**config.mk**
```make
export PLATFORM = sky130hd
export DESIGN_NAME = unified_mem_arbiter
export DESIGN_NICKNAME = d
export VERILOG_FILES = /design/src/rtl/unified_mem_arbiter_pkg.sv /design/src/rtl/arb_wait_counter.sv /design/src/rtl/unified_mem_arbiter.sv
export SDC_FILE = /design/constraint.sdc
export NUM_CORES = 1
export LEC_CHECK = 0
export ABC_AREA = 1
export CORE_MARGIN = 3
export CORE_UTILIZATION = 50
export DETAILED_ROUTE_END_ITERATION = 8
export DONT_BUFFER_PORTS = 1
export SYNTH_ARGS = -nofsm -noshare
export SYNTH_HDL_FRONTEND = slang
export SYNTH_SLANG_ARGS = --single-unit
```
**constraint.sdc**
```tcl
create_clock -name clk -period 2.8 [get_ports clk]
set_input_delay 0.14 -clock clk [delete_from_list [all_inputs] [get_ports clk]]
set_output_delay 0.14 -clock clk [all_outputs]
set_load 0.05 [all_outputs]
```
**src/rtl/unified_mem_arbiter_pkg.sv**
```systemverilog
// Types and defaults shared by the unified memory arbiter and the datapath memories.
package unified_mem_arbiter_pkg;

    localparam int ADDR_W_DEF = 32;
    localparam int DATA_W_DEF = 32;

    typedef enum logic [1:0] {IDLE, ISSUE, WAIT, DONE} stateT;

    typedef enum logic {OWN_IF = 1'b0, OWN_DM = 1'b1} ownerT;

endpackage

```
**src/rtl/arb_wait_counter.sv**
```systemverilog
// Down-counter that times the fixed memory latency between the issue cycle and read-data capture.
module arb_wait_counter #(
    parameter int MEM_LAT = 2
) (
    input  logic clk,
    input  logic rst,
    input  logic load,
    input  logic dec,
    output logic zero
);
    localparam int CNT_W = $clog2(MEM_LAT) + 1;

    logic [CNT_W-1:0] count;

    always_ff @(posedge clk or negedge rst) begin
        if (!rst) begin
            count <= '0;
        end else if (load) begin
            count <= CNT_W'(MEM_LAT - 1);
        end else if (dec && count != '0) begin
            count <= count - CNT_W'(1);
        end
    end

    assign zero = (count == '0);

endmodule

```
**src/rtl/unified_mem_arbiter.sv**
```systemverilog
// Shares one single-ported, fixed-latency memory between instruction fetch and data access,
// one command per grant, with stall outputs that freeze the waiting pipeline stage.
module unified_mem_arbiter
    import unified_mem_arbiter_pkg::*;
#(
    parameter int ADDR_W     = ADDR_W_DEF,
    parameter int DATA_W     = DATA_W_DEF,
    parameter int MEM_LAT    = 2,
    parameter int STARVE_MAX = 4
) (
    input  logic              clk,
    input  logic              rst,
    input  logic              if_req,
    input  logic [ADDR_W-1:0] if_addr,
    output logic [DATA_W-1:0] if_rdata,
    output logic              if_ack,
    input  logic              dm_req,
    input  logic              dm_we,
    input  logic [ADDR_W-1:0] dm_addr,
    input  logic [DATA_W-1:0] dm_wdata,
    output logic [DATA_W-1:0] dm_rdata,
    output logic              dm_ack,
    output logic              mem_en,
    output logic              mem_we,
    output logic [ADDR_W-1:0] mem_addr,
    output logic [DATA_W-1:0] mem_wdata,
    input  logic [DATA_W-1:0] mem_rdata,
    output logic              stall_if,
    output logic              stall_mem,
    output logic              busy
);
    localparam int STARVE_W = $clog2(STARVE_MAX + 1);

    stateT               state;
    ownerT               owner;
    logic                isWrite;
    logic [STARVE_W-1:0] starveCnt;
    logic                waitZero;
    logic                grantDm;

    // Data wins a contested cycle unless fetch has already lost STARVE_MAX times in a row.
    assign grantDm = dm_req && !(if_req && starveCnt == STARVE_W'(STARVE_MAX));

    arb_wait_counter #(.MEM_LAT(MEM_LAT)) waitCounter (
        .clk  (clk),
        .rst  (rst),
        .load (state == ISSUE),
        .dec  (state == WAIT),
        .zero (waitZero)
    );

    // NOTE: non-blocking assignments throughout, so every branch sees the pre-edge state.
    always_ff @(posedge clk or negedge rst) begin
        if (!rst) begin
            // NOTE: data registers are reset as well; they drive ports that must read 0 after reset.
            state     <= IDLE;
            owner     <= OWN_IF;
            isWrite   <= 1'b0;
            starveCnt <= '0;
            if_ack    <= 1'b0;
            dm_ack    <= 1'b0;
            if_rdata  <= '0;
            dm_rdata  <= '0;
            mem_en    <= 1'b0;
            mem_we    <= 1'b0;
            mem_addr  <= '0;
            mem_wdata <= '0;
        end else begin
            case (state)
                IDLE: begin
                    if (if_req || dm_req) begin
                        if (grantDm) begin
                            owner     <= OWN_DM;
                            isWrite   <= dm_we;
                            mem_we    <= dm_we;
                            mem_addr  <= dm_addr;
                            mem_wdata <= dm_wdata;
                            if (if_req && starveCnt != STARVE_W'(STARVE_MAX))
                                starveCnt <= starveCnt + STARVE_W'(1);
                        end else begin
                            owner     <= OWN_IF;
                            isWrite   <= 1'b0;
                            mem_we    <= 1'b0;
                            mem_addr  <= if_addr;
                            starveCnt <= '0;
                        end
                        mem_en <= 1'b1;
                        state  <= ISSUE;
                    end
                end
                ISSUE: begin
                    mem_en <= 1'b0;
                    mem_we <= 1'b0;
                    state  <= WAIT;
                end
                WAIT: begin
                    if (waitZero) begin
                        if (owner == OWN_DM) begin
                            dm_ack <= 1'b1;
                            if (!isWrite) dm_rdata <= mem_rdata;
                        end else begin
                            if_ack   <= 1'b1;
                            if_rdata <= mem_rdata;
                        end
                        state <= DONE;
                    end
                end
                DONE: begin
                    if_ack <= 1'b0;
                    dm_ack <= 1'b0;
                    state  <= IDLE;
                end
                default: state <= IDLE;
            endcase
        end
    end

    assign stall_if  = if_req & ~if_ack;
    assign stall_mem = dm_req & ~dm_ack;
    assign busy      = (state != IDLE);

endmodule

```
# Word level (Yosys, flattened, before mapping)
# Cells that the tools add are included.
# op_classes
eq_ne	10
n_mux	20
add_sub_neg	2
n_reduce_logical	22
bitwise_logic	6
# op_table
operator	n
32-bit 2-to-1 mux	1
3-bit AND reduction	5
2-bit nonzero test	5
1-bit 2-to-1 mux	8
2-bit 2-to-1 mux	4
2-bit inequality test (second input constant)	4
1-bit case mux with 2 select lines	4
2-bit case mux with 4 select lines	1
3-bit 2-to-1 mux	2
2-bit AND reduction	3
2-bit == test (second input constant)	2
1-bit logical AND	4
2-bit logical NOT	2
1-bit inverter	4
4-bit AND reduction	1
3-bit by 1-bit adder with 3-bit output (second input constant)	1
3-bit == test (second input constant)	1
3-bit inequality test (second input constant)	1
1-bit AND	2
2-bit by 1-bit == test with 1-bit output (second input constant)	1
2-bit by 1-bit inequality test with 1-bit output (second input constant)	1
2-bit by 1-bit subtractor with 2-bit output (second input constant)	1
1-bit logical NOT	1
1-bit logical OR	1
# word_totals
word_cells	73
ff_bits	141
in_bits	133
output_inout_bits	135

# Longest topological paths before layout
# Gate-level depths: netlist of the first run.
# logic_depth
depth_word	7
depth_mapped	9
depth_no_buf	8

# By module
# From an unflattened synthesis of the first run, not the netlist that was laid out.
# unflattened
hier_cells	737
area_unflattened_um2	6163.4
# by_module_without_submodules
mod	n_inst	seq_area_each_um2	area_per_inst_um2	cells_each
unified_mem_arbiter	1	3478.3	6043.3	720
arb_wait_counter	1	50.0	120.1	17

# Worst setup path after synthesis of the first run
# OpenSTA, ideal clock, no wires.
# synth_path
path_type	reg2reg
startpoint	register state[0]
endpoint	register mem_wdata[10]
synth_period_minus_slack_ns	1.622
path_slack_ns	1.178
stages_incl_launch_ff	9
path_buffers	2
setup_time_ns	0.119
required_ns	2.681
t_arrival_ns	1.503
path_cell_list	dfrtp_1 -> inv_1 -> ha_1 -> buf_4 -> inv_1 -> nor2_4 -> buf_2 -> nand2_1 -> nand2_1
# synth_between
elab_chain_cells	2
# synth_lines
element	line	source
from (decl)	unified_mem_arbiter.sv:34	stateT state;
from (signal assigned)	unified_mem_arbiter.sv:56	state <= IDLE;
from (signal assigned)	unified_mem_arbiter.sv:88	state <= ISSUE;
from (signal assigned)	unified_mem_arbiter.sv:94	state <= WAIT;
2-bit logical NOT	unified_mem_arbiter.sv:69	case (state)
3-bit AND reduction (no source line)	-	
to (signal assigned)	unified_mem_arbiter.sv:77	mem_wdata <= dm_wdata;
to (decl)	unified_mem_arbiter.sv:26	output logic [DATA_W-1:0] mem_wdata,
# Every way passes these cells.
# A chain may end at the register's enable or synchronous reset.

# Worst setup path after layout of the first run
# layout_path
startpoint	register state[0]
endpoint	register mem_addr[1]
# layout_between
elab_chain_cells	2
# layout_lines
element	line	source
2-bit logical NOT	unified_mem_arbiter.sv:69	
2-bit AND reduction (no source line)	-	
to (signal assigned)	unified_mem_arbiter.sv:76	mem_addr <= dm_addr;
to (signal assigned)	unified_mem_arbiter.sv:84	mem_addr <= if_addr;
to (decl)	unified_mem_arbiter.sv:25	output logic [ADDR_W-1:0] mem_addr,
# Every way passes these cells.

==> out/metrics.yaml, run 1 <==
detailed_routing:
  viasPerCell: 5.21
  antenna_left: 0
  wl_um: 16500
  drt_iter0_drc: 328
  wire_per_inst_um: 16.4
  drc: 0
  via_count: 5248
  firstDrtPassIters: 5
timing:
  period_minus_slack_ns: 2.45
  hold_violations: 141
  setup_viol_count_final: 0
  fin_hold_ws_ns: -0.567
  worst_pin_slew_ns: 1.13
  rsz0062_at_grt: "no"
  setup_tns_ns: 0
  drv_slew: 0
  fmax_ghz: 0.408
  period_share_pct: 87.6
  maxSlewHeadroom_pct: 24.1
  clock_skew_ns: 0.00494
clock_tree:
  cts_tree: "yes"
  clockBufferDepth: 2
  cts_buffers: 17
  cts-root-buf: "clkbuf_16"
  insertion_delay_ns: 0.41
  clkTransAtPathRegs_ns: 0.06
  cts_max_level: 4
  cts_hold_buf: 131
  clkSinkCount: 141
synth:
  synth.cell_area_mm2: 0.00613
  ys_ff_latch: 141
  yosys_warnings: 0
  postSynthAreaPerCell_um2: 8.36
  syn-num-nets: 873
  syn_inst: 733
  synth_cell_types: 23
  seq_area_frac_synth_pct: 57.6
floorplan:
  core-area_mm2: 0.0117
  die-area_mm2: 0.0136
  rows: 39
  dieHeight_um: 117
  io-pin-count: 268
  initial_core_util_pct: 52.3
  die_x_um: 117
critical_path:
  slowest_stage: "dlygate4sd3_1"
  crit_path_start_kind: "flop"
  arrival_ns: 2.80
  required_ns: 3.15
  critical_path_class: "reg2reg"
  critical_path.cell_chain: "inv_1, ha_1, nand2_4, inv_4, nand3_1, dlygate4sd3_1, nand2_1"
  r2r_cells: 7
  crit_path_max_fanout: 37
  r2r_end: "mem_addr[1]"
  cpPeakStageDelay_ns: 0.60
  end_kind: "flop"
  r2r_start: "state[0]"
  reg2reg_slack_ns: 0.35
placement:
  gp_congestion: 0.796
  hpwlAfterDp_um: 9920
  numPortBuffers: 0
  dpl_cell_area_mm2: 0.00614
grt:
  grt_first_pass_wirelength_um: 25000
  grt_pass1_vias: 5294
  antenna_found_initial: 0
  grt_max_degree: 142
  grtUsageTotal_pct: 23.6
  grt_overflow: 0
cells_and_area:
  mostFrequentLayoutCell: "nand2_1"
  nets: 992
  mostFrequentLayoutCells: "270 x nand2_1, 141 x dfrtp_1, 131 x dlygate4sd3_1"
  final_layout_size_suffix_gt1_share_pct: 5.44
  area_growth_pct: 32.4
  num_antenna_cells: 0
  final_area_mm2: 0.00811
power_and_ir_drop:
  ir_worst_vdd_mv: 0.833
  power.leakage_nw: 4.30
  p_per_area_mw_per_mm2: 1460
flow_run:
  maxCapViolations: 0
run_status:
  violations: "hold timing"
  outcome: "finished, violations left"
hold_path:
  hold_path.class: "in2async"
[what timing repair did]
item	CTS	global route
setup buffers	0	0
setup endpoints to repair	0	8
endpoints found under the hold margin	273	141
gates resized for setup	0	2
[registers in the layout, summed over array words and instances (netlist names)]
name / count
dm_ack: 1
dm_rdata: 32
if_ack: 1
if_rdata: 32
isWrite: 1
mem_addr: 32
mem_en: 1
mem_wdata: 32
mem_we: 1
owner: 1
starveCnt: 3
state: 2
waitCounter.count: 2
[metal layers]
metal  track usage, %  part of all wire [%]  vias up
li1                 -                     -     2467
met1             25.2                    37     2497
met2             41.6                    51      241
met3             8.24                   8.8       43
met4             10.9                   3.2        0
met5                0                     0        -
[worst max-delay path by stage]
stage	startpoint	to	slack, ns	depth (start not counted)
6_report	state[0]	mem_addr[1]	0.35	7
5_1_grt	state[0]	mem_addr[2]	0.19	7
4_1_cts	state[0]	mem_addr[10]	0.20	7
3_5_place_dp	starveCnt[0]	mem_wdata[21]	0.58	7
3_3_place_gp	starveCnt[0]	mem_wdata[10]	0.65	7
2_1_floorplan	state[0]	mem_wdata[10]	1.18	8
[area by class of cell]
type | instances | area [um2]
inverters | 115 | 434
flip-flops and latches | 141 | 3530
multi-input cells | 442 | 1970
clock buffers | 20 | 467
well taps | 143 | 179
repair buffers | 135 | 1340
fillers | 907 | 3600
clock inverters | 11 | 189
[cell families after synthesis]
family,count (synthesis),share of synthesized area (%)
compound gates,76,6.27
xor+xnor,1,0.143
fa+ha+maj,7,1.43
buf+inv,150,10.2
flops,141,57.6
simple gates,358,24.3
[Yosys cell counts]
master	n	area (um2)
nand3_1	70	350
buf_6	3	33.8
nand2_1	270	1010
inv_2	4	15.0
nand3b_1	1	7.51
nor2_1	8	30.0
clkbuf_2	3	15.0
ha_1	7	87.6
o21ai_0	69	345
buf_4	5	37.5
nand2_2	3	18.8
nand3_4	1	17.5
nand2_4	3	33.8
dfrtp_1	141	3530
buf_1	2	7.51
o22ai_1	3	18.8
clkbuf_1	7	26.3
nor2_4	1	11.3
nor3b_1	1	7.51
buf_2	15	75.1
inv_1	111	417
xor2_1	1	8.76
a21oi_1	4	20.0
[critical path: cells and delay by family, from the launching register on]
| kind | cells | cell delay (ns) |
|---|---|---|
| fa+ha+maj | 1 | 0.37 |
| flops | 1 | 0.40 |
| simple gates | 3 | 0.51 |
| buf+inv | 3 | 1.09 |
[stage by stage]
| step | cells | util [%] | worst slack, ns | power, mW |
|---|---|---|---|---|
| finish | 1007 | 69.2 | 0.348 | 11.8 |
| global route | 1007 | 69.2 | 0.186 | 12.4 |
| CTS | 1007 | 69.2 | 0.200 | 11.8 |
| detailed placement | 845 | 52.4 | 0.582 | 9.08 |
| global placement | 845 | 52.4 | 0.655 | 8.96 |
| floorplan | 733 | - | 1.18 | 8.51 |
[report_power, final]
group          leakage (nW)  internal [mW]  switching (mW)
registers              1.72           2.99            4.20
logic                  2.26          0.899            1.29
clock network         0.318           1.64           0.807
Power figures use the tool's default switching activity.
==> run 2: changes to the inputs <==
--- a/config.mk
+++ b/config.mk
@@ -5,7 +5,6 @@
 export SDC_FILE = /design/constraint.sdc
 export NUM_CORES = 1
 export LEC_CHECK = 0
-export ABC_AREA = 1
 export CORE_MARGIN = 3
 export CORE_UTILIZATION = 50
 export DETAILED_ROUTE_END_ITERATION = 8
==> out/metrics.yaml, run 2 <==
floorplan:
  initial_core_util_pct: 51.3
  dieHeight_um: 117
  die_x_um: 117
  rows: 40
  io-pin-count: 268
synth:
  synth_cell_types: 33
  postSynthAreaPerCell_um2: 13.5
  synth_flop_cell: "dfrtp_1"
  ys_top_cells_by_count: "141 x dfrtp_1, 73 x nand2_1, 69 x mux2_2"
  syn-num-nets: 598
  ys_ff_latch: 141
  seq_area_frac_synth_pct: 57.0
  synthTopCellsByArea: "dfrtp_1 57%, mux2_2 13%, mux2_4 7.0%"
  synth.most_common_cell: "dfrtp_1"
  yosys.area.top_type: "dfrtp_1"
  synth.cell_area_mm2: 0.00619
  synth_edf_count: 0
  synth_top_area_share_pct: 57.0
  syn_inst: 458
  yosys_warnings: 0
  async_flop_share_pct: 100
clock_tree:
  clockBufferDepth: 2
  clkSinkCount: 141
  cts_hold_buf: 129
  cts_buffers: 17
  post_cts_resized: 0
  cts-root-buf: "clkbuf_16"
  post_cts_buffers: 0
  cts_max_level: 4
placement:
  hpwlAfterDp_um: 9100
  post-place-ws_ns: 0.767
  gp_congestion: 0.768
  numPortBuffers: 0
run_status:
  error_line: "[ERROR RSZ-0060] Max buffer count reached."
  failed_stage: "clock tree synthesis (4_1_cts)"
  outcome: "aborted with a tool error"
run 2: stage by stage:
| step | util (%) | std cells | hold WS [ns] | instance area (um2) |
|---|---|---|---|---|
| 3_5_place_dp | 52.1 | 604 | -0.152 | 6280 |
| 3_3_place_gp | 52.1 | 604 | -0.153 | 6280 |
| 2_1_floorplan | - | 458 | -0.156 | 6190 |
run 2: cell families after synthesis:
kind of cell    Yosys count  share of synthesized area [%]
compound gates           45                           7.80
xor+xnor                  1                          0.142
fa+ha+maj                 7                           1.42
buf+inv                  41                           3.80
flops                   141                           57.0
mux                      99                           19.8
simple gates            124                           10.1
==> run 3: changes to the inputs <==
--- a/config.mk
+++ b/config.mk
@@ -6,9 +6,10 @@
 export NUM_CORES = 1
 export LEC_CHECK = 0
 export CORE_MARGIN = 3
-export CORE_UTILIZATION = 50
+export CORE_UTILIZATION = 35
 export DETAILED_ROUTE_END_ITERATION = 8
 export DONT_BUFFER_PORTS = 1
+export PLACE_DENSITY_LB_ADDON = 0.15
 export SYNTH_ARGS = -nofsm -noshare
 export SYNTH_HDL_FRONTEND = slang
 export SYNTH_SLANG_ARGS = --single-unit
==> out/metrics.yaml, run 3 <==
critical_path:
  crit_buf_inv: 4
  cp_common_cell: "buf_4"
  required_ns: 3.15
  critPathTopFamily: "buffers and inverters"
  cpPeakStageDelay_ns: 0.56
  crit_path_max_fanout: 33
  end_kind: "flop"
  slowest_stage: "dlygate4sd3_1"
  arrival_ns: 2.85
  critical_path.cell_chain: "inv_1, ha_1, buf_4, o21a_1, buf_4, nand2_1, o211ai_2, dlygate4sd3_1"
  crit_path_start_kind: "flop"
  critical_path_class: "reg2reg"
synth:
  postSynthAreaPerCell_um2: 13.5
  synth-xor-area-share_pct: 0.142
  synthSimpleGateAreaFrac_pct: 10.1
  synth_edf_count: 0
  yosys.area.top_type: "dfrtp_1"
  synth_flop_cell: "dfrtp_1"
  yosys_warnings: 0
  synth_compound_area_share_pct: 7.80
  seq_area_frac_synth_pct: 57.0
  async_flop_share_pct: 100
  synthTopCellsByArea: "dfrtp_1 57%, mux2_2 13%, mux2_4 7.0%"
  ys_top_cells_by_count: "141 x dfrtp_1, 73 x nand2_1, 69 x mux2_2"
  synth_top_area_share_pct: 57.0
  synth.cell_area_mm2: 0.00619
  synth_top_family_by_area: "multiplexers"
  synth_cell_types: 33
  syn-num-nets: 598
  synth.most_common_cell: "dfrtp_1"
  ys_ff_latch: 141
  synth_mux_area_share_pct: 19.8
  synth_adder_area_share_pct: 1.42
  syn_inst: 458
detailed_routing:
  firstDrtPassIters: 4
  antenna_left: 0
  via_count: 4186
  drc: 0
  drt_iter0_drc: 171
  wire_per_inst_um: 19.2
  viasPerCell: 5.11
  wl_um: 15700
clock_tree:
  cts_buffers: 17
  cts_max_level: 4
  clkSinkCount: 141
  clkTransAtPathRegs_ns: 0.06
  insertion_delay_ns: 0.41
  cts-root-buf: "clkbuf_16"
  cts_hold_buf: 132
  cts_tree: "yes"
  post_cts_buffers: 0
  post_cts_resized: 0
  clockBufferDepth: 2
run_status:
  violations: "hold timing"
  outcome: "finished, violations left"
floorplan:
  die_x_um: 139
  io-pin-count: 268
  core-area_mm2: 0.0169
  die-area_mm2: 0.0193
  rows: 47
  initial_core_util_pct: 36.5
  dieHeight_um: 139
placement:
  gp_congestion: 0.761
  placed_cells_incl_taps: 655
  numPortBuffers: 0
  post-place-ws_ns: 0.764
  hpwlAfterDp_um: 9810
  dpl_cell_area_mm2: 0.00634
cells_and_area:
  mostFrequentLayoutCells: "141 x dfrtp_1, 132 x dlygate4sd3_1, 73 x nand2_1"
  mostFrequentLayoutCell: "dfrtp_1"
  nets: 726
  final_area_mm2: 0.00823
  area_growth_pct: 33.0
  num_antenna_cells: 0
  post_layout_nonfiller_instances: 819
  final_layout_size_suffix_gt1_share_pct: 29.2
grt:
  grt_pass1_vias: 4563
  grt_max_degree: 142
  grt_overflow: 0
  antenna_found_initial: 0
  grtUsageTotal_pct: 16.4
  grt_first_pass_wirelength_um: 25500
timing:
  fin_hold_ws_ns: -0.576
  hold_violations: 141
  fmax_ghz: 0.399
  period_share_pct: 89.4
  clock_skew_ns: 0.00644
  drv_slew: 0
  rsz0062_at_grt: "no"
  worst_pin_slew_ns: 0.982
  period_minus_slack_ns: 2.50
  setup_viol_count_final: 0
  maxSlewHeadroom_pct: 34.3
  worst_slack_ns: 0.296
  setup_tns_ns: 0
hold_path:
  hold_path.class: "in2async"
flow_run:
  maxCapViolations: 0
run 3: cell counts after synthesis:
Identical to the previous run, type by type.
run 3: cells by family after synthesis:
| kind of cell | after synthesis |
|---|---|
| compound gates | 45 |
| xor+xnor | 1 |
| buf+inv | 41 |
| mux | 99 |
| fa+ha+maj | 7 |
| simple gates | 124 |
| flops | 141 |
run 3: per-stage QoR:
stage	hold WS, ns	utilization, %
5_1_grt	-0.609	48.6
2_1_floorplan	-0.156	-
3_3_place_gp	-0.151	37.4
6_report	-0.576	48.6
4_1_cts	-0.599	48.6
3_5_place_dp	-0.152	37.4
run 3: area by class of cell:
class	count	area, um2
Clock inverter	13	113
Fill cell	1468	8710
Tap cell	220	275
Inverter	9	33.8
Timing Repair Buffer	141	1400
Clock buffer	19	453
Multi-Input combinational cell	276	2420
Sequential cell	141	3530
run 3: final timing paths:
| check | from | to | slack [ns] | cells past startpoint |
|---|---|---|---|---|
| setup / recovery | state[0] | mem_addr[21] | 0.30 | 8 |
| hold / removal | rst | if_rdata[26] | -0.58 | 0 |
| setup reg to reg | state[0] | mem_addr[21] | 0.30 | 8 |
| hold reg to reg | isWrite | isWrite | 0.49 | 2 |
| max in group asynchronous | rst | mem_wdata[16] | 3.16 | 0 |
| min in group clk | if_req | starveCnt[2] | 0.05 | 3 |
run 3: worst register-to-register path, stage by stage (launching register included):
cell           delay [ns]
dfrtp_1              0.41
inv_1                0.09
ha_1                 0.28
buf_4                0.30
o21a_1               0.16
buf_4                0.33
nand2_1              0.15
o211ai_2             0.16
dlygate4sd3_1        0.56
run 3: layer usage:
| metal | routed length [um] | share of wire, % | track usage (%) | vias up |
|---|---|---|---|---|
| li1 | - | - | - | 1880 |
| met1 | 6290 | 40 | 20.0 | 2065 |
| met2 | 7570 | 48 | 25.9 | 210 |
| met3 | 1460 | 9.3 | 6.69 | 31 |
| met4 | 402 | 2.6 | 6.64 | 0 |
| met5 | 0 | 0 | 0 | - |
Power of run 3 is left out: the tool's default activity adds up to more than one toggle a clock period on the data nets, which glitch-free logic cannot reach.
==> run 4: changes to the inputs <==
--- a/config.mk
+++ b/config.mk
@@ -5,10 +5,10 @@
 export SDC_FILE = /design/constraint.sdc
 export NUM_CORES = 1
 export LEC_CHECK = 0
+export BUFFER_PORTS_ARGS = -buffer_cell sky130_fd_sc_hd__buf_2
 export CORE_MARGIN = 3
 export CORE_UTILIZATION = 35
 export DETAILED_ROUTE_END_ITERATION = 8
-export DONT_BUFFER_PORTS = 1
 export PLACE_DENSITY_LB_ADDON = 0.15
 export SYNTH_ARGS = -nofsm -noshare
 export SYNTH_HDL_FRONTEND = slang
==> out/metrics.yaml, run 4 (same netlist as run 3, synthesis figures left out) <==
cells_and_area:
  num_antenna_cells: 0
  mostFrequentLayoutCell: "buf_2"
  post_layout_nonfiller_instances: 1057
  nFillCells: 1453
  nets: 964
  multi_input_area_mm2: 0.00242
  final_layout_size_suffix_gt1_share_pct: 52.7
  mostFrequentLayoutCells: "266 x buf_2, 141 x dfrtp_1, 103 x dlygate4sd3_1"
  seq_area_mm2: 0.00353
  area_growth_pct: 50.6
detailed_routing:
  drc: 0
  wire_per_inst_um: 16.3
  wl_um: 17300
  firstDrtPassIters: 4
  antenna_left: 0
  viasPerCell: 4.82
  via_count: 5096
  drt_iter0_drc: 213
clock_tree:
  clkTransAtPathRegs_ns: 0.06
  cts_buffers: 17
  cts-root-buf: "clkbuf_16"
  cts_max_level: 4
  post_cts_resized: 0
  post_cts_buffers: 0
  insertion_delay_ns: 0.41
  cts_hold_buf: 103
  clockBufferDepth: 2
  clkSinkCount: 141
  cts_tree: "yes"
timing:
  worst_slack_ns: 0.219
  hold_violations: 0
  maxSlewHeadroom_pct: 34.1
  period_share_pct: 92.2
  setup_viol_count_final: 0
  fmax_ghz: 0.387
  setup_tns_ns: 0
  worst_pin_slew_ns: 0.984
  drv_slew: 0
  rsz0062_at_grt: "no"
  period_minus_slack_ns: 2.58
  clock_skew_ns: 0.00916
power_and_ir_drop:
  power.leakage_nw: 4.61
  ir_worst_vdd_mv: 0.873
  p_per_area_mw_per_mm2: 1430
  p_total_mw: 13.3
placement:
  placed_cells_incl_taps: 922
  numPortBuffers: 267
  post-place-ws_ns: 0.670
  hpwlAfterDp_um: 11600
  gp_congestion: 0.801
grt:
  grt_max_degree: 78
  grt_overflow: 0
  grt_pass1_vias: 5589
  use_met1_pct: 23.1
  grt_use_met3_pct: 4.59
  antenna_found_initial: 0
  use_met2_pct: 30.6
  grtUsageTotal_pct: 18.2
  grt.busiest_layer: "met2"
  grt_first_pass_wirelength_um: 28700
critical_path:
  r2r_end: "mem_addr[6]"
  crit_path_max_fanout: 36
  crit_path_start_kind: "flop"
  arrival_ns: 2.87
  required_ns: 3.09
  r2r_cells: 7
  reg2reg_slack_ns: 0.22
  critical_path_class: "reg2reg"
  end_kind: "flop"
  r2r_start: "starveCnt[0]"
floorplan:
  die-area_mm2: 0.0193
  dieHeight_um: 139
  initial_core_util_pct: 36.5
  die_x_um: 139
  core-area_mm2: 0.0169
  io-pin-count: 268
  rows: 47
hold_path:
  hold_path_depth: 3
  hold_start: "dm_addr[7]"
  hold_path.class: "in2reg"
  hold_path_end: "mem_addr[7]"
flow_run:
  maxCapViolations: 0
run_status:
  outcome: "completed"
==> run 4: cell types whose count changed in the layout (fill, tap and decap cells not counted), moves of 2 or more <==
cell           change
clkinv_4           +3
inv_6              -2
buf_4              -2
dlygate4sd3_1     -29
buf_2            +266
buf_12             +2
==> run 4: per-layer routing <==
layer,vias up,share of wire (%)
met5,-,0
met4,0,1.7
li1,2363,-
met1,2488,43
met2,219,50
met3,26,6.0
==> run 4: through the flow <==
stage / cell area (um2) / hold WS (ns) / utilization, %
floorplan: 6190 / -0.156 / -
global placement: 7710 / 0.0538 / 45.5
detailed placement: 7710 / 0.0537 / 45.5
CTS: 9320 / 0.000342 / 55.0
global route: 9320 / 0.0145 / 55.0
finish: 9320 / 0.0227 / 55.0
==> run 4: cell type report <==
class | count | area share [%]
Inverter | 9 | 0.362
Sequential cell | 141 | 37.8
Timing Repair Buffer | 379 | 26.6
Clock buffer | 19 | 4.75
Clock inverter | 13 | 1.49
Tap cell | 220 | 2.95
Multi-Input combinational cell | 276 | 26.0
==> run 4: worst max path at each step <==
stage | start | end | slack (ns) | cells past startpoint
final | starveCnt[0] | mem_addr[6] | 0.22 | 7
after global routing | starveCnt[0] | mem_addr[1] | 0.10 | 7
after CTS | starveCnt[0] | mem_addr[24] | 0.25 | 7
after detailed placement | state[1] | mem_wdata[17] | 0.67 | 5
after global placement | state[0] | mem_wdata[9] | 0.75 | 5
after floorplan | state[0] | isWrite | 1.26 | 6
==> run 4: power by group <==
part / internal (mW) / leakage [nW] / switching, mW
clock network: 1.34 / 0.283 / 0.872
registers: 3.08 / 1.68 / 0.566
logic: 2.23 / 2.65 / 5.22
==> run 4: worst max-delay path, stage by stage (launching register included) <==
cell	delay [ns]
dfrtp_1	0.39
inv_1	0.06
ha_1	0.22
nand3_4	0.08
buf_4	0.36
and2_4	0.59
o211ai_2	0.15
dlygate4sd3_1	0.58
